<file path="src/rtl/sram_arbiter.sv">
// sram_arbiter
//   Shares one 16-bit RAM controller between port A (CPU) and port B
//   (video/DMA). Accesses are serialised: each level-sensitive strobe is held
//   for HOLD cycles, then kept low for at least GAP cycles so the controller's
//   edge detector sees a fresh rising edge. Read data is returned with a
//   one-cycle ack. Runs entirely in the clk_sdram domain.
//
// Ports
//   clk_sdram, init_n         clock / async active-low reset
//   a_* / b_*                 requester ports (addr, din, wtbt, we, rd in;
//                             dout, ack out)
//   mem_*                     controller side (addr, din, wtbt, we, rd out;
//                             dout in)
//   busy                      high in WAIT and while an access is in flight
//
// state  | meaning
// -------+---------------------------------------------------------------
// WAIT   | post-reset delay while the controller starts up; no grants
// IDLE   | arbitrate; grant and raise the strobe on the same edge
// HOLD_S | strobe high, controller inputs frozen; ack on the final edge
// GAP_S  | strobes low so the next access produces a rising edge

module sram_arbiter #(
  parameter int HOLD      = 32,
  parameter int GAP       = 3,
  parameter int INIT_WAIT = 10240,
  parameter int AW        = 24
) (
  input  logic          clk_sdram,
  input  logic          init_n,
  input  logic [AW-1:0] a_addr,
  input  logic [15:0]   a_din,
  input  logic [1:0]    a_wtbt,
  input  logic          a_we,
  input  logic          a_rd,
  output logic [15:0]   a_dout,
  output logic          a_ack,
  input  logic [AW-1:0] b_addr,
  input  logic [15:0]   b_din,
  input  logic [1:0]    b_wtbt,
  input  logic          b_we,
  input  logic          b_rd,
  output logic [15:0]   b_dout,
  output logic          b_ack,
  output logic [AW-1:0] mem_addr,
  output logic [15:0]   mem_din,
  output logic [1:0]    mem_wtbt,
  output logic          mem_we,
  output logic          mem_rd,
  input  logic [15:0]   mem_dout,
  output logic          busy
);

  localparam int MAX_HG = (HOLD > GAP) ? HOLD : GAP;
  localparam int MAX_C  = (INIT_WAIT > MAX_HG) ? INIT_WAIT : MAX_HG;
  localparam int CW     = $clog2(MAX_C + 1);

  typedef enum logic [1:0] {WAIT, IDLE, HOLD_S, GAP_S} state_t;

  state_t          state, state_d;
  logic [CW-1:0]   cnt, cnt_d;
  logic            gnt, gnt_d;            // 0 = A, 1 = B
  logic            last_grant, last_d;    // 0 = A, 1 = B
  logic [AW-1:0]   addr_d;
  logic [15:0]     din_d;
  logic [1:0]      wtbt_d;
  logic            we_d, rd_d;
  logic [15:0]     a_dout_d, b_dout_d;
  logic            a_ack_d, b_ack_d;

  logic req_a, req_b, pick_b, sel_we;

  assign req_a  = a_rd | a_we;
  assign req_b  = b_rd | b_we;
  // On a tie the port that did not win last time goes next.
  assign pick_b = req_b & (~req_a | ~last_grant);
  // A write takes priority over a read if both strobes are raised.
  assign sel_we = pick_b ? b_we : a_we;
  assign busy   = (state != IDLE);

  always_ff @(posedge clk_sdram or negedge init_n) begin
    if (!init_n) begin
      state      <= WAIT;
      cnt        <= CW'(INIT_WAIT);
      gnt        <= 1'b0;
      last_grant <= 1'b1;
      mem_addr   <= '0;
      mem_din    <= '0;
      mem_wtbt   <= '0;
      mem_we     <= 1'b0;
      mem_rd     <= 1'b0;
      a_dout     <= '0;
      b_dout     <= '0;
      a_ack      <= 1'b0;
      b_ack      <= 1'b0;
    end else begin
      state      <= state_d;
      cnt        <= cnt_d;
      gnt        <= gnt_d;
      last_grant <= last_d;
      mem_addr   <= addr_d;
      mem_din    <= din_d;
      mem_wtbt   <= wtbt_d;
      mem_we     <= we_d;
      mem_rd     <= rd_d;
      a_dout     <= a_dout_d;
      b_dout     <= b_dout_d;
      a_ack      <= a_ack_d;
      b_ack      <= b_ack_d;
    end
  end

  always_comb begin
    state_d  = state;
    cnt_d    = cnt;
    gnt_d    = gnt;
    last_d   = last_grant;
    addr_d   = mem_addr;
    din_d    = mem_din;
    wtbt_d   = mem_wtbt;
    we_d     = mem_we;
    rd_d     = mem_rd;
    a_dout_d = a_dout;
    b_dout_d = b_dout;
    a_ack_d  = 1'b0;
    b_ack_d  = 1'b0;

    case (state)
      WAIT: begin
        // Leave on the edge where the count reaches zero.
        if (cnt <= CW'(1)) begin
          cnt_d   = '0;
          state_d = IDLE;
        end else begin
          cnt_d = cnt - CW'(1);
        end
      end

      IDLE: begin
        if (req_a || req_b) begin
          gnt_d   = pick_b;
          last_d  = pick_b;
          addr_d  = pick_b ? b_addr : a_addr;
          din_d   = pick_b ? b_din  : a_din;
          we_d    = sel_we;
          rd_d    = ~sel_we;
          wtbt_d  = sel_we ? (pick_b ? b_wtbt : a_wtbt) : 2'b11;
          cnt_d   = CW'(HOLD - 1);
          state_d = HOLD_S;
        end
      end

      HOLD_S: begin
        if (cnt == '0) begin
          we_d = 1'b0;
          rd_d = 1'b0;
          if (mem_rd) begin
            if (gnt) b_dout_d = mem_dout;
            else     a_dout_d = mem_dout;
          end
          if (gnt) b_ack_d = 1'b1;
          else     a_ack_d = 1'b1;
          cnt_d   = CW'(GAP - 1);
          state_d = GAP_S;
        end else begin
          cnt_d = cnt - CW'(1);
        end
      end

      GAP_S: begin
        if (cnt == '0) state_d = IDLE;
        else           cnt_d   = cnt - CW'(1);
      end

      default: state_d = WAIT;
    endcase
  end

endmodule

</file>
<file path="config.mk">
export PLATFORM = sky130hd
export DESIGN_NAME = sram_arbiter
export DESIGN_NICKNAME = d
export VERILOG_FILES = /design/src/rtl/sram_arbiter.sv
export SDC_FILE = /design/constraint.sdc
export NUM_CORES = 1
export LEC_CHECK = 0
export ABC_AREA = 1
export CAP_MARGIN = 20
export CORE_MARGIN = 2
export CORE_UTILIZATION = 40
export CTS_CLUSTER_SIZE = 28
export DETAILED_ROUTE_END_ITERATION = 8
export PLACE_DENSITY = 0.74
export SLEW_MARGIN = 20
export SYNTH_ARGS = -nofsm -noshare
export SYNTH_HDL_FRONTEND = slang
export SYNTH_SLANG_ARGS = --single-unit
</file>
<file path="constraint.sdc">
create_clock -name clk_sdram -period 2.6 [get_ports clk_sdram]
set_input_delay 0.26 -clock clk_sdram [delete_from_list [all_inputs] [get_ports clk_sdram]]
set_output_delay 0.26 -clock clk_sdram [all_outputs]
set_load 0.05 [all_outputs]
</file>
---- Word level (Yosys, flattened, before mapping) ----
Cells that the tools add are included.
Widths: inputs -> output; s select.
cells by class
  add/sub/neg operators ................... 1
  $mul .................................... 0
  div/mod/pow operators ................... 0
  order comparisons ....................... 1
  eq/ne operators ......................... 9
  shift-type cells ........................ 0
  muxes and demuxes ....................... 26
  bitwise operators ....................... 8
  reduce and logical (&&, ||, !) cells .... 10
operators with widths
  kind                   count
  $mux 14                4
  $pmux 14 s4            1
  $mux 24                1
  $mux 16                1
  $le 14x1->1 const B    1
  $logic_not 14->1       1
  $sub 14x1->14 const B  1
  $mux 2                 6
  $reduce_and 4->1       3
  $mux 1                 10
  $ne 2x2->1 const B     5
  $pmux 2 s4             1
  $eq 2x2->1 const B     2
  $not 1->1              4
  $pmux 1 s2             2
  $reduce_and 2->1       2
  $or 1x1->1             3
  $reduce_and 3->1       1
  $eq 2x1->1 const B     1
  $logic_not 2->1        1
  $ne 2x1->1 const B     1
  $reduce_bool 2->1      1
  $and 1x1->1            1
  $logic_or 1x1->1       1
word-level totals
  register bits ........................... 96
  bits in latches ......................... 0
  bits in writable memories ............... 0
  ROM bits ................................ 0
  output and inout port bits .............. 79
  word-level logic and storage cells ...... 68
  memories ................................ 0

---- Logic depth before layout (Yosys ltp) ----
  word-level depth ........................ 8
  depth in mapped cells ................... 12
  gate-level depth less buffers ........... 12

---- Worst setup path after synthesis ----
Ideal clock, no wire load.
  path kind ............................... reg2reg
  from .................................... reg state[1]
  to ...................................... reg mem_addr[0]
  library setup time ...................... 0.127 ns
  arrival ................................. 1.806 ns
  required time ........................... 2.473 ns
  slack ................................... 0.667 ns
  stages on the path, launching flop included .. 8
  period minus slack after synthesis ...... 1.933 ns
  cells stage by stage .................... dfrtp_1 > inv_1 > ha_1 > inv_1 > a31oi_1 > buf_2 > buf_2 > a31oi_1
between the ends
  cells in the longest elaborated chain, start to end .. 2
ends and longest elaborated chain
  what                        line  source
  from (decl)                 60    state_t state, state_d;
  from (signal assigned)      97    state <= state_d;
  $eq 2x1->1                  128   case (state)
  $reduce_and 2->1 (no line)  n/a
  to (signal assigned)        101   mem_addr <= addr_d;
  to (decl)                   45    output logic [AW-1:0] mem_addr,
Every way passes these cells.
A chain may end at the register's enable or synchronous reset.

---- Worst setup path after layout ----
  from .................................... reg state[1]
  to ...................................... out busy
between the ends
  cells in the longest elaborated chain, start to end .. 1
ends and longest elaborated chain
  what        line  source
  $ne 2x1->1  79    assign busy = (state != IDLE);
  to (decl)   51    output logic busy
Every way passes these cells.

==> impl_metrics.tcl <==
set metrics [dict create \
    status "finished clean" \
    area_delta_synth_final_pct 48.7 \
    synth.avg_cell_area_um2 9.05 \
    dp_worst_setup_slack_ps 609 \
    drt-initial-drc-count 133 \
    yosys_warnings 0 \
    worstPathBufferInverterCount 3 \
    path_delay_family "buffers and inverters" \
    nets 807 \
    max_slew_margin_pct 56.5 \
    min_period_ps 2340 \
    min_path_type "input port to asynchronous set/reset pin" \
    crit_chain "inv_1, ha_1, inv_1, clkdlybuf4s50_1" \
    place.gp.congestion 0.894 \
    timing.fmax_ghz 0.428 \
    rows 39 \
    first_global_vias 4078 \
    r2r_cells 9 \
    synthDistinctLibCells 34 \
    ys_ff_latch 96 \
    r2r-end "b_dout[3]$_DFFE_PN0P_" \
    via_per_inst 4.89 \
    setup_viol 0 \
    cts_tree "built" \
    post-route-period-util_pct 89.9 \
    critPathLaunch "state[1]$_DFFE_PN0P_" \
    setup_slack_ps 261 \
    cts_setup_buffers 0 \
    ys_seq_area_share_pct 51.7 \
    cts_root_buffer "clkbuf_16" \
    clk_pin_slew_worst_paths_ps 70 \
    worstPathArrival_ps 2080 \
    clock_latency_ps 340 \
    finalWirelength_mm 12.0 \
    endpoint_kind "primary output" \
    ant_nets 0 \
    cap_violations 0 \
    drive_above_1_share_pct 15.2 \
    globalRoute.totalOverflow 0 \
    place_hpwl_mm 9.04 \
    slew_viol_final 0 \
    cts_buffers 9 \
    grtUsageTotal_pct 19.6 \
    synth_fp_nets 629 \
    dieArea_um2 12500 \
    required_ps 2340 \
    synth_area_um2 4660 \
    worstReg2RegStart "cnt[0]$_DFFE_PN0P_" \
    reg2reg_slack_ps 650 \
    worstSetupPathDepth 4 \
    final-hold-violation-count 0 \
    ir_drop_mv 0.838 \
    clock_skew_ps 6.58 \
    die_x_um 112 \
    io_pins 185 \
    post_drt_wl_per_cell_um 14.2 \
    cp_common_cell "inv_1" \
    antenna-diode-count 0 \
    critPathMaxFanout 5 \
    die_y_um 112 \
    start_kind "register" \
    vias 4113 \
    drc 0 \
    p_leak_nw 3.07 \
    numClockSinks 96 \
    worst-setup-path-type "register to primary output" \
    fin_setup_tns_ps 0 \
    dr.pass1.iters 5 \
    clock_path_buffers 2 \
    grt_max_degree 57 \
    cts.htree.levels 3 \
    core_um2 11400 \
    initial_core_util_pct 41.0 \
    fin_hold_ws_ps 454 \
    cp-endpoint "busy" \
    cp_slowest_stage_delay_ps 850 \
    port-buffer-count 184 \
    worstMarginPinSlew_ps 645 \
    grt_pass1_wl_mm 19.7 \
    powerDensity_nw_per_um2 1410 \
    synthCells 515 \
    rsz0062_at_grt "false" \
    final_util_pct 60.9 \
    antenna_found_initial 0 \
    critPathSlowestCell "clkdlybuf4s50_1" \
    num-fill-cells 996 \
]
## repair_timing
item                                   4_1_cts  5_1_grt
endpoints found under the hold margin       40        0
hold buffers                                 1        0
gates resized for setup                      0        0
## logic make-up after synthesis
group           share of synthesized area (%)
simple gates                             24.0
compound gates                           15.0
buf+inv                                  6.07
fa+ha+maj                                2.15
xor+xnor                                 1.13
flops                                    51.7
## cell usage in the layout, fill, tap and decap left out, types with 3 or more instances in the layout
| master | netlist | layout |
|---|---|---|
| clkdlybuf4s50_1 | 0 | 183 |
| nand2_1 | 120 | 120 |
| dfrtp_1 | 93 | 93 |
| nor2_1 | 66 | 66 |
| a31oi_1 | 41 | 40 |
| inv_1 | 36 | 36 |
| o21ai_2 | 33 | 32 |
| nand2_2 | 30 | 30 |
| o21ai_0 | 10 | 10 |
| a21oi_1 | 10 | 10 |
| clkbuf_16 | 0 | 9 |
| ha_1 | 8 | 8 |
| nand3_1 | 6 | 6 |
| nor2_4 | 4 | 4 |
| nand4_1 | 4 | 4 |
| xor2_1 | 4 | 4 |
| nand2_4 | 3 | 3 |
| inv_2 | 3 | 3 |
| dfstp_2 | 3 | 3 |
| buf_4 | 0 | 3 |
| buf_12 | 0 | 3 |
## area by class of cell
type	count	area, um^2	share of cell area (%)
flip-flops and latches	96	2410	34.7
clock inverters	7	55.1	0.795
clock buffers	9	225	3.25
inverters	39	146	2.11
repair buffers	190	1920	27.8
well taps	143	179	2.58
multi-input cells	357	1990	28.8
## metal layers
| layer | global-route usage (%) | routed length, um |
|---|---|---|
| met1 | 22.2 | 4620 |
| met2 | 33.4 | 5900 |
| met3 | 6.91 | 1100 |
| met4 | 8.64 | 326 |
| met5 | 0 | 0 |
## metrics by stage
step                      std cells  area, um^2  power, W
after floorplan                 515        4660   0.00660
after global placement          824        6640   0.00843
after detailed placement        824        6640   0.00855
after CTS                       841        6930   0.00984
after global routing            841        6930    0.0103
final                           841        6930   0.00974
## sequential cells by signal, summed over array words and instances, names as in the netlist
| name | count |
|---|---|
| cnt | 14 |
| mem_rd | 1 |
| b_dout | 16 |
| b_ack | 1 |
| a_ack | 1 |
| mem_din | 16 |
| a_dout | 16 |
| state | 2 |
| last_grant | 1 |
| gnt | 1 |
| mem_we | 1 |
| mem_addr | 24 |
| mem_wtbt | 2 |
## power by group
part           leakage, nW  internal, W  total (W)  switching (W)
logic                 1.84      0.00200    0.00580        0.00380
registers             1.10      0.00221    0.00269       0.000485
clock network        0.138     0.000659    0.00125       0.000594
## synth_stat cells, drive strengths merged
cell / number / area share, %
nor3b: 1 / 0.16
nor3: 1 / 0.11
nand2: 153 / 14
xnor2: 2 / 0.38
a41oi: 2 / 0.38
buf: 10 / 1.9
dfrtp: 93 / 50
inv: 39 / 3.1
o21bai: 1 / 0.16
a31oi: 41 / 5.5
clkbuf: 13 / 1.0
xor2: 4 / 0.75
ha: 8 / 2.1
nand4: 4 / 0.54
dfstp: 3 / 1.7
nor4: 1 / 0.13
nor2: 72 / 6.8
a21oi: 12 / 1.5
o31ai: 1 / 0.16
o21ai: 44 / 7.4
nand3: 9 / 1.6
or2: 1 / 0.13
## how the worst min path moves through the flow
stage | endpoint | slack [ps] | start
global route | mem_addr[7]$_DFFE_PN0P_ | 480 | b_addr[7]
CTS | mem_din[13]$_DFFE_PN0P_ | 450 | init_n
finish | mem_din[13]$_DFFE_PN0P_ | 450 | init_n
floorplan | a_ack$_DFF_PN0_ | -40 | init_n
global placement | mem_din[13]$_DFFE_PN0P_ | 280 | init_n
detailed placement | mem_din[13]$_DFFE_PN0P_ | 280 | init_n
## worst register-to-register path, cell delays in order, from the launching register on
cell     delay, ps
dfrtp_1        410
inv_1          120
ha_1           260
nand2_4        100
nor2_8         160
nand3_4        120
nor2_4         130
nand2_4        280
nand2_2        200
o21ai_2         60
Note: power is estimated with default switching activity, not from simulation.
